[config.mk]
export PLATFORM = sky130hd
export DESIGN_NAME = mem_arbiter_flat
export DESIGN_NICKNAME = d
export VERILOG_FILES = /design/src/rtl/mem_arbiter_pkg.sv /design/src/rtl/mem_arbiter_if.sv /design/src/rtl/mem_arbiter_rr.sv /design/src/rtl/mem_arbiter.sv /design/src/flat_wrapper.sv
export SDC_FILE = /design/constraint.sdc
export NUM_CORES = 1
export LEC_CHECK = 0
export BUFFER_PORTS_ARGS = -buffer_cell sky130_fd_sc_hd__buf_2
export CAP_MARGIN = 20
export CORE_MARGIN = 2
export CORE_UTILIZATION = 33
export DETAILED_ROUTE_END_ITERATION = 7
export PLACE_DENSITY_LB_ADDON = 0.3
export SETUP_SLACK_MARGIN = 0.02
export SLEW_MARGIN = 20
export SYNTH_ARGS = -nofsm -noshare
export SYNTH_HDL_FRONTEND = slang
export SYNTH_SLANG_ARGS = --single-unit
export TNS_END_PERCENT = 5
[constraint.sdc]
create_clock -name clk -period 5.4 [get_ports clk]
set_clock_uncertainty 0.15 [all_clocks]
set_input_delay 0.54 -clock clk [delete_from_list [all_inputs] [get_ports clk]]
set_output_delay 0.54 -clock clk [all_outputs]
set_load 0.03 [all_outputs]
[src/rtl/mem_arbiter_pkg.sv]
// Shared types for the two-port memory arbiter: FSM states and requester ids.
package mem_arb_pkg;

   typedef enum logic [1:0] {
      IDLE,
      BUSY,
      RESP
   } state_t;

   typedef enum logic {
      PORT_I,
      PORT_D
   } port_t;

endpackage

[src/rtl/mem_arbiter_if.sv]
// Bundle of the fetch port, data port and shared memory port around mem_arbiter.
interface mem_arbiter_if #(
   parameter int ADDR_W = 32,
   parameter int DATA_W = 32
);
   logic              i_req;
   logic [ADDR_W-1:0] i_addr;
   logic              i_ready;
   logic              i_rvalid;
   logic              i_err;
   logic [DATA_W-1:0] i_rdata;

   logic                d_req;
   logic                d_we;
   logic [ADDR_W-1:0]   d_addr;
   logic [DATA_W-1:0]   d_wdata;
   logic [DATA_W/8-1:0] d_wstrb;
   logic                d_ready;
   logic                d_rvalid;
   logic                d_err;
   logic [DATA_W-1:0]   d_rdata;

   logic                mem_req;
   logic                mem_we;
   logic [ADDR_W-1:0]   mem_addr;
   logic [DATA_W-1:0]   mem_wdata;
   logic [DATA_W/8-1:0] mem_wstrb;
   logic                mem_ack;
   logic [DATA_W-1:0]   mem_rdata;

   // Arbiter side.
   modport slave (
      input  i_req, i_addr, d_req, d_we, d_addr, d_wdata, d_wstrb, mem_ack, mem_rdata,
      output i_ready, i_rvalid, i_err, i_rdata, d_ready, d_rvalid, d_err, d_rdata,
      output mem_req, mem_we, mem_addr, mem_wdata, mem_wstrb
   );

   // Requesters and memory side.
   modport master (
      output i_req, i_addr, d_req, d_we, d_addr, d_wdata, d_wstrb, mem_ack, mem_rdata,
      input  i_ready, i_rvalid, i_err, i_rdata, d_ready, d_rvalid, d_err, d_rdata,
      input  mem_req, mem_we, mem_addr, mem_wdata, mem_wstrb
   );

endinterface

[src/rtl/mem_arbiter_rr.sv]
// Two-request round-robin pick: a lone requester wins, a tie goes to the port not granted last.
module rr_arbiter2
   import mem_arb_pkg::*;
(
   input  logic  fetch_req,
   input  logic  data_req,
   input  port_t last_grant,
   output logic  grant,
   output port_t port
);

   always_comb begin
      grant = fetch_req | data_req;
      port  = PORT_I;
      if (fetch_req && data_req)
         port = (last_grant == PORT_D) ? PORT_I : PORT_D;
      else if (data_req)
         port = PORT_D;
   end

endmodule

[src/rtl/mem_arbiter.sv]
// Shares one memory port between an instruction-fetch and a data requester,
// one transaction at a time, with a bounded wait for the memory acknowledge.
module mem_arbiter
   import mem_arb_pkg::*;
#(
   parameter int ADDR_W  = 32,
   parameter int DATA_W  = 32,
   parameter int TIMEOUT = 255
) (
   input logic          clk,
   input logic          rst,
   mem_arbiter_if.slave bus
);

   localparam int CNT_W = $clog2(TIMEOUT + 1);

   state_t              state;
   port_t               last_grant;
   port_t               owner;
   logic [CNT_W-1:0]    cnt;

   logic                grant;
   port_t               pick;
   logic                take;
   logic                timed_out;
   logic [ADDR_W-1:0]   grant_addr;
   logic [DATA_W-1:0]   grant_wdata;
   logic [DATA_W/8-1:0] grant_wstrb;
   logic                grant_we;
   logic [DATA_W-1:0]   resp_data;

   rr_arbiter2 u_rr (
      .fetch_req  (bus.i_req),
      .data_req   (bus.d_req),
      .last_grant (last_grant),
      .grant      (grant),
      .port       (pick)
   );

   // Ready is combinational so the winner sees acceptance in its request cycle.
   assign take        = !rst && (state == IDLE) && grant;
   assign bus.i_ready = take && (pick == PORT_I);
   assign bus.d_ready = take && (pick == PORT_D);

   assign grant_addr  = (pick == PORT_I) ? bus.i_addr : bus.d_addr;
   assign grant_we    = (pick == PORT_D) && bus.d_we;
   assign grant_wdata = (pick == PORT_D) ? bus.d_wdata : '0;
   assign grant_wstrb = (pick == PORT_D) ? bus.d_wstrb : '0;

   // An ack on the final counted cycle still wins over the timeout.
   assign timed_out = !bus.mem_ack && (cnt == CNT_W'(TIMEOUT - 1));
   assign resp_data = (bus.mem_ack && !bus.mem_we) ? bus.mem_rdata : '0;

   always_ff @(posedge clk or posedge rst) begin
      if (rst) begin
         state         <= IDLE;
         last_grant    <= PORT_D;
         owner         <= PORT_I;
         cnt           <= '0;
         bus.mem_req   <= 1'b0;
         bus.mem_we    <= 1'b0;
         bus.mem_addr  <= '0;
         bus.mem_wdata <= '0;
         bus.mem_wstrb <= '0;
         bus.i_rvalid  <= 1'b0;
         bus.i_err     <= 1'b0;
         bus.i_rdata   <= '0;
         bus.d_rvalid  <= 1'b0;
         bus.d_err     <= 1'b0;
         bus.d_rdata   <= '0;
      end else begin
         case (state)
            IDLE: begin
               if (take) begin
                  owner         <= pick;
                  last_grant    <= pick;
                  cnt           <= '0;
                  bus.mem_req   <= 1'b1;
                  bus.mem_we    <= grant_we;
                  bus.mem_addr  <= grant_addr;
                  bus.mem_wdata <= grant_wdata;
                  bus.mem_wstrb <= grant_wstrb;
                  state         <= BUSY;
               end
            end
            BUSY: begin
               if (bus.mem_ack || timed_out) begin
                  bus.mem_req <= 1'b0;
                  state       <= RESP;
                  if (owner == PORT_I) begin
                     bus.i_rvalid <= 1'b1;
                     bus.i_err    <= timed_out;
                     bus.i_rdata  <= resp_data;
                  end else begin
                     bus.d_rvalid <= 1'b1;
                     bus.d_err    <= timed_out;
                     bus.d_rdata  <= resp_data;
                  end
               end else begin
                  cnt <= cnt + 1'b1;
               end
            end
            RESP: begin
               bus.i_rvalid <= 1'b0;
               bus.i_err    <= 1'b0;
               bus.d_rvalid <= 1'b0;
               bus.d_err    <= 1'b0;
               state        <= IDLE;
            end
            default: state <= IDLE;
         endcase
      end
   end

endmodule

[src/flat_wrapper.sv]
// flat-port wrapper written by rule: the top's interface ports become plain ports
module mem_arbiter_flat import mem_arb_pkg::*;
#(
   parameter int ADDR_W  = 32,
   parameter int DATA_W  = 32,
   parameter int TIMEOUT = 255
)
  (clk, rst, bus_i_req, bus_i_addr, bus_d_req, bus_d_we, bus_d_addr, bus_d_wdata, bus_d_wstrb, bus_mem_ack, bus_mem_rdata, bus_i_ready, bus_i_rvalid, bus_i_err, bus_i_rdata, bus_d_ready, bus_d_rvalid, bus_d_err, bus_d_rdata, bus_mem_req, bus_mem_we, bus_mem_addr, bus_mem_wdata, bus_mem_wstrb);
  mem_arbiter_if #(.ADDR_W(ADDR_W), .DATA_W(DATA_W)) bus_i ();
  input logic clk;
  input logic rst;
  input wire logic [$bits(bus_i.i_req)-1:0] bus_i_req;
  input wire logic [$bits(bus_i.i_addr)-1:0] bus_i_addr;
  input wire logic [$bits(bus_i.d_req)-1:0] bus_d_req;
  input wire logic [$bits(bus_i.d_we)-1:0] bus_d_we;
  input wire logic [$bits(bus_i.d_addr)-1:0] bus_d_addr;
  input wire logic [$bits(bus_i.d_wdata)-1:0] bus_d_wdata;
  input wire logic [$bits(bus_i.d_wstrb)-1:0] bus_d_wstrb;
  input wire logic [$bits(bus_i.mem_ack)-1:0] bus_mem_ack;
  input wire logic [$bits(bus_i.mem_rdata)-1:0] bus_mem_rdata;
  output wire logic [$bits(bus_i.i_ready)-1:0] bus_i_ready;
  output wire logic [$bits(bus_i.i_rvalid)-1:0] bus_i_rvalid;
  output wire logic [$bits(bus_i.i_err)-1:0] bus_i_err;
  output wire logic [$bits(bus_i.i_rdata)-1:0] bus_i_rdata;
  output wire logic [$bits(bus_i.d_ready)-1:0] bus_d_ready;
  output wire logic [$bits(bus_i.d_rvalid)-1:0] bus_d_rvalid;
  output wire logic [$bits(bus_i.d_err)-1:0] bus_d_err;
  output wire logic [$bits(bus_i.d_rdata)-1:0] bus_d_rdata;
  output wire logic [$bits(bus_i.mem_req)-1:0] bus_mem_req;
  output wire logic [$bits(bus_i.mem_we)-1:0] bus_mem_we;
  output wire logic [$bits(bus_i.mem_addr)-1:0] bus_mem_addr;
  output wire logic [$bits(bus_i.mem_wdata)-1:0] bus_mem_wdata;
  output wire logic [$bits(bus_i.mem_wstrb)-1:0] bus_mem_wstrb;
  assign bus_i.i_req = bus_i_req;
  assign bus_i.i_addr = bus_i_addr;
  assign bus_i.d_req = bus_d_req;
  assign bus_i.d_we = bus_d_we;
  assign bus_i.d_addr = bus_d_addr;
  assign bus_i.d_wdata = bus_d_wdata;
  assign bus_i.d_wstrb = bus_d_wstrb;
  assign bus_i.mem_ack = bus_mem_ack;
  assign bus_i.mem_rdata = bus_mem_rdata;
  assign bus_i_ready = bus_i.i_ready;
  assign bus_i_rvalid = bus_i.i_rvalid;
  assign bus_i_err = bus_i.i_err;
  assign bus_i_rdata = bus_i.i_rdata;
  assign bus_d_ready = bus_i.d_ready;
  assign bus_d_rvalid = bus_i.d_rvalid;
  assign bus_d_err = bus_i.d_err;
  assign bus_d_rdata = bus_i.d_rdata;
  assign bus_mem_req = bus_i.mem_req;
  assign bus_mem_we = bus_i.mem_we;
  assign bus_mem_addr = bus_i.mem_addr;
  assign bus_mem_wdata = bus_i.mem_wdata;
  assign bus_mem_wstrb = bus_i.mem_wstrb;
  mem_arbiter #(.ADDR_W(ADDR_W), .DATA_W(DATA_W), .TIMEOUT(TIMEOUT)) u_core (.clk(clk), .rst(rst), .bus(bus_i));
endmodule
==> metrics.csv <==
stage,metric,value,unit
cts,clock latency reported for the late side of the worst-skew pair,0.41,ns
critical_path,terminus of the critical flop-to-flop path,u_core.bus.mem_addr[4],
drt,DR WL/cell,18.0,um
cts,CTS Buf Count,17,
grt,GRT Overall Usage,0.180,
critical_path,category of the worst setup path launch point,flop,
logic_synthesis,nets in the synthesized netlist,563,
pwr,total power per unit cell area,624,mW/mm^2
logic_synthesis,count of warnings emitted by yosys,0,
cts,Post-CTS Setup Repair Bufs,0,
cts,Bufs on Longest Clock Path,2,
sta,tightest slew margin relative to the limit,0.457,
drt,total length of routed wires,16800,um
placed_design,placed wire-length estimate,11700,um
logic_synthesis,most common cell in the netlist,dfrtp_1,
finish,fraction of layout cells with a size suffix above 1,0.467,
logic_synthesis,mean area per synthesized cell,14.1,sq um
logic_synthesis,number of synthesized flops with an enable pin,0,
logic_synthesis,register bit total from synthesis,150,
run_status,run status,"complete, no violations",
logic_synthesis,distinct cell type count after synthesis,38,
drt,number of iterations in the first detailed-routing pass,4,
logic_synthesis,cells taking the most area after synthesis,"dfrtp_1 63%, a22o_1 20%, a21o_1 4.3%, buf_6 2.5%, buf_2 1.3%",
critical_path,Crit Path Max Fanout,16,
sta,final-report setup violation count,0,
floorplan,overall die area,0.0191,sq mm
logic_synthesis,summed instance area of the synthesized netlist,0.00595,sq mm
cts,total of cells resized after clock tree synthesis,0,
logic_synthesis,prevailing post-synth register cell,dfrtp_1,
grt,antenna violations before repair,0,
critical_path,reg-to-reg critical path startpoint,u_core.state[0],
drt,via count,4779,
run,number of max-capacitance violations reported,0,
critical_path,crit path capture type,output port,
logic_synthesis,register area share after synthesis,0.631,
cts,clock net sink count,150,
sta,highest clock frequency the design can meet,0.372,GHz
drt,DRC violation count after routing,0,
finish,Fillers,1651,
pwr,peak supply drop,0.000317,V
sta,number of max-slew violations in the final report,0,
placed_design,port bufs,277,
grt,via count of the first global-routing pass,5115,
critical_path,Arrival @ worst endpoint,2.00,ns
critical_path,"Worst Path Class, Setup",flop to output port,
cts,clock slew seen by the registers of the worst setup and hold paths,0.06,ns
cts,cell at the root of the clock tree,clkbuf_16,
finish,ANT cells,0,
floorplan,Chip Width,138,um
floorplan,# IOs,278,
floorplan,Initial Util,0.334,
drt,final antenna-violating net count,0,
finish,Sequential cell area,0.00375,sq mm
sta,shortest clock period the worst path allows after layout,2.69,ns
cts,Hold Buf Count CTS,0,
sta,Slew @ Worst Pin,0.814,ns
finish,area of the multi-input gates,0.00193,sq mm
sta,fin crit share,0.498,
critical_path,first element of the critical path,u_core.state[0],
cts,clock tree from TritonCTS,done,
floorplan,DIE HEIGHT,138,um
finish,area growth from synthesis to layout,35.3,%
finish,number of nets in the finished design,833,
sta,Final Hold Violating Endpoints,0,
critical_path,end of the critical path,bus_i_ready,
logic_synthesis,Async SR Flop Fraction,1.00,
drt,DRT iter0 DRCs,214,
drt,Vias/cell,5.11,
sta,Fin Setup TNS,0,ns
floorplan,number of cell rows,49,
logic_synthesis,share of Yosys cell area claimed by the top area cell type,0.627,
critical_path,minimum setup slack among reg-to-reg paths,2.96,ns
sta,Hold WS,0.150,ns
grt,maximum number of pins on one net before global-route repair,93,
placed_design,Placer Congestion,0.837,
logic_synthesis,top cell types by occurrence after synthesis,"149 x dfrtp_1, 133 x a22o_1, 34 x a21o_1, 16 x buf_2, 13 x buf_6",
grt,wire length of the first global-routing pass,27600,um
pwr,LEAKAGE,0.00443,uW
hold_path,classification of the worst-slack hold path,primary input to asynchronous set/reset pin,
floorplan,Core Area,0.0178,sq mm
grt,total global routing overflow,0,
logic_synthesis,synthesized instance count,423,
critical_path,number of cell instances on the worst register-to-register path,5,
critical_path,critical path required time,4.71,ns
logic_synthesis,post-synthesis cell type with the largest combined area,dfrtp_1,
cts,# H-tree levels,4,
sta,RSZ-0062 raised after global routing,no,
==> report_power, final <==
| part | internal, uW | switching [uW] | leakage [uW] |
|---|---|---|---|
| clock network | 734 | 478 | 0.000297 |
| registers | 1550 | 260 | 0.00191 |
| logic | 694 | 1320 | 0.00223 |
==> through the flow <==
step | std cells | utilization | worst slack (ns) | total power (uW) | area, sq um
2_1_floorplan | 423 | - | 0.675 | 3200 | 5950
3_3_place_gp | 902 | 0.416 | 2.75 | 3800 | 7430
4_1_cts | 934 | 0.450 | 2.46 | 5070 | 8030
3_5_place_dp | 902 | 0.416 | 2.62 | 3830 | 7430
6_report | 935 | 0.451 | 2.71 | 5030 | 8050
5_1_grt | 935 | 0.451 | 2.62 | 5280 | 8050
==> worst min path at each step <==
stage / end / slack [ns]
floorplan: u_core.last_grant / 0.34
detailed placement: u_core.bus.d_rvalid / 0.32
global placement: u_core.bus.i_rvalid / 0.31
finish: u_core.bus.mem_wstrb[1] / 0.15
CTS: u_core.bus.mem_addr[12] / 0.15
global route: u_core.bus.mem_addr[9] / 0.15
==> kinds of logic (layout without fill, tap and decap cells) <==
group,Yosys count,in the layout,synth area share
AO/OA/AOI/OAI,193,193,0.269
flip-flops,150,150,0.631
AND/OR/NAND/NOR,39,39,0.0492
buffers and inverters,39,322,0.0469
adder cells (fa/ha/maj),2,2,0.00420
==> layer usage <==
| layer | track usage | vias up | share of wire |
|---|---|---|---|
| met2 | 0.298 | 238 | 0.48 |
| met5 | 0 | - | 0 |
| met3 | 0.0492 | 23 | 0.072 |
| li1 | - | 2179 | - |
| met1 | 0.227 | 2339 | 0.43 |
| met4 | 0.0639 | 0 | 0.019 |
==> cell usage in the layout, fill, tap and decap left out, types with 2 or more instances in the layout <==
cell type / count
o21ai_4: 2
clkbuf_1: 2
dfrtp_1: 149
a21oi_1: 6
clkbuf_16: 17
and3_1: 2
inv_1: 4
a22o_1: 133
a21o_1: 34
inv_6: 6
nor4_4: 2
buf_2: 277
nand3_1: 9
ha_1: 2
a31oi_1: 3
o21a_1: 3
nand2b_1: 2
bufinv_16: 3
clkinv_2: 3
or3_1: 2
o21ai_0: 6
nand3_4: 2
buf_4: 6
clkinv_4: 2
nand2_1: 8
a41oi_1: 2
==> critical path, cell delays in order (launching register included) <==
cell	delay, ns
dfrtp_1	0.49
nor3_2	0.41
o21ai_4	0.25
a21oi_2	0.21
buf_2	0.23
==> layout make-up <==
cell class,count,area share
inverter,6,0.00342
sequential,150,0.466
multi-input combinational,234,0.239
clock inverter,13,0.0207
tap,229,0.0356
clock buffer,19,0.0538
timing repair buffer,284,0.181
==> registers in the layout, summed over array words and instances, names as in the netlist, 2 cells and up <==
register	count
u_core.cnt	8
u_core.bus.i_rdata	32
u_core.bus.mem_addr	32
u_core.state	2
u_core.bus.mem_wstrb	4
u_core.bus.d_rdata	32
u_core.bus.mem_wdata	32
No activity file was read; power rests on OpenSTA's default activity.
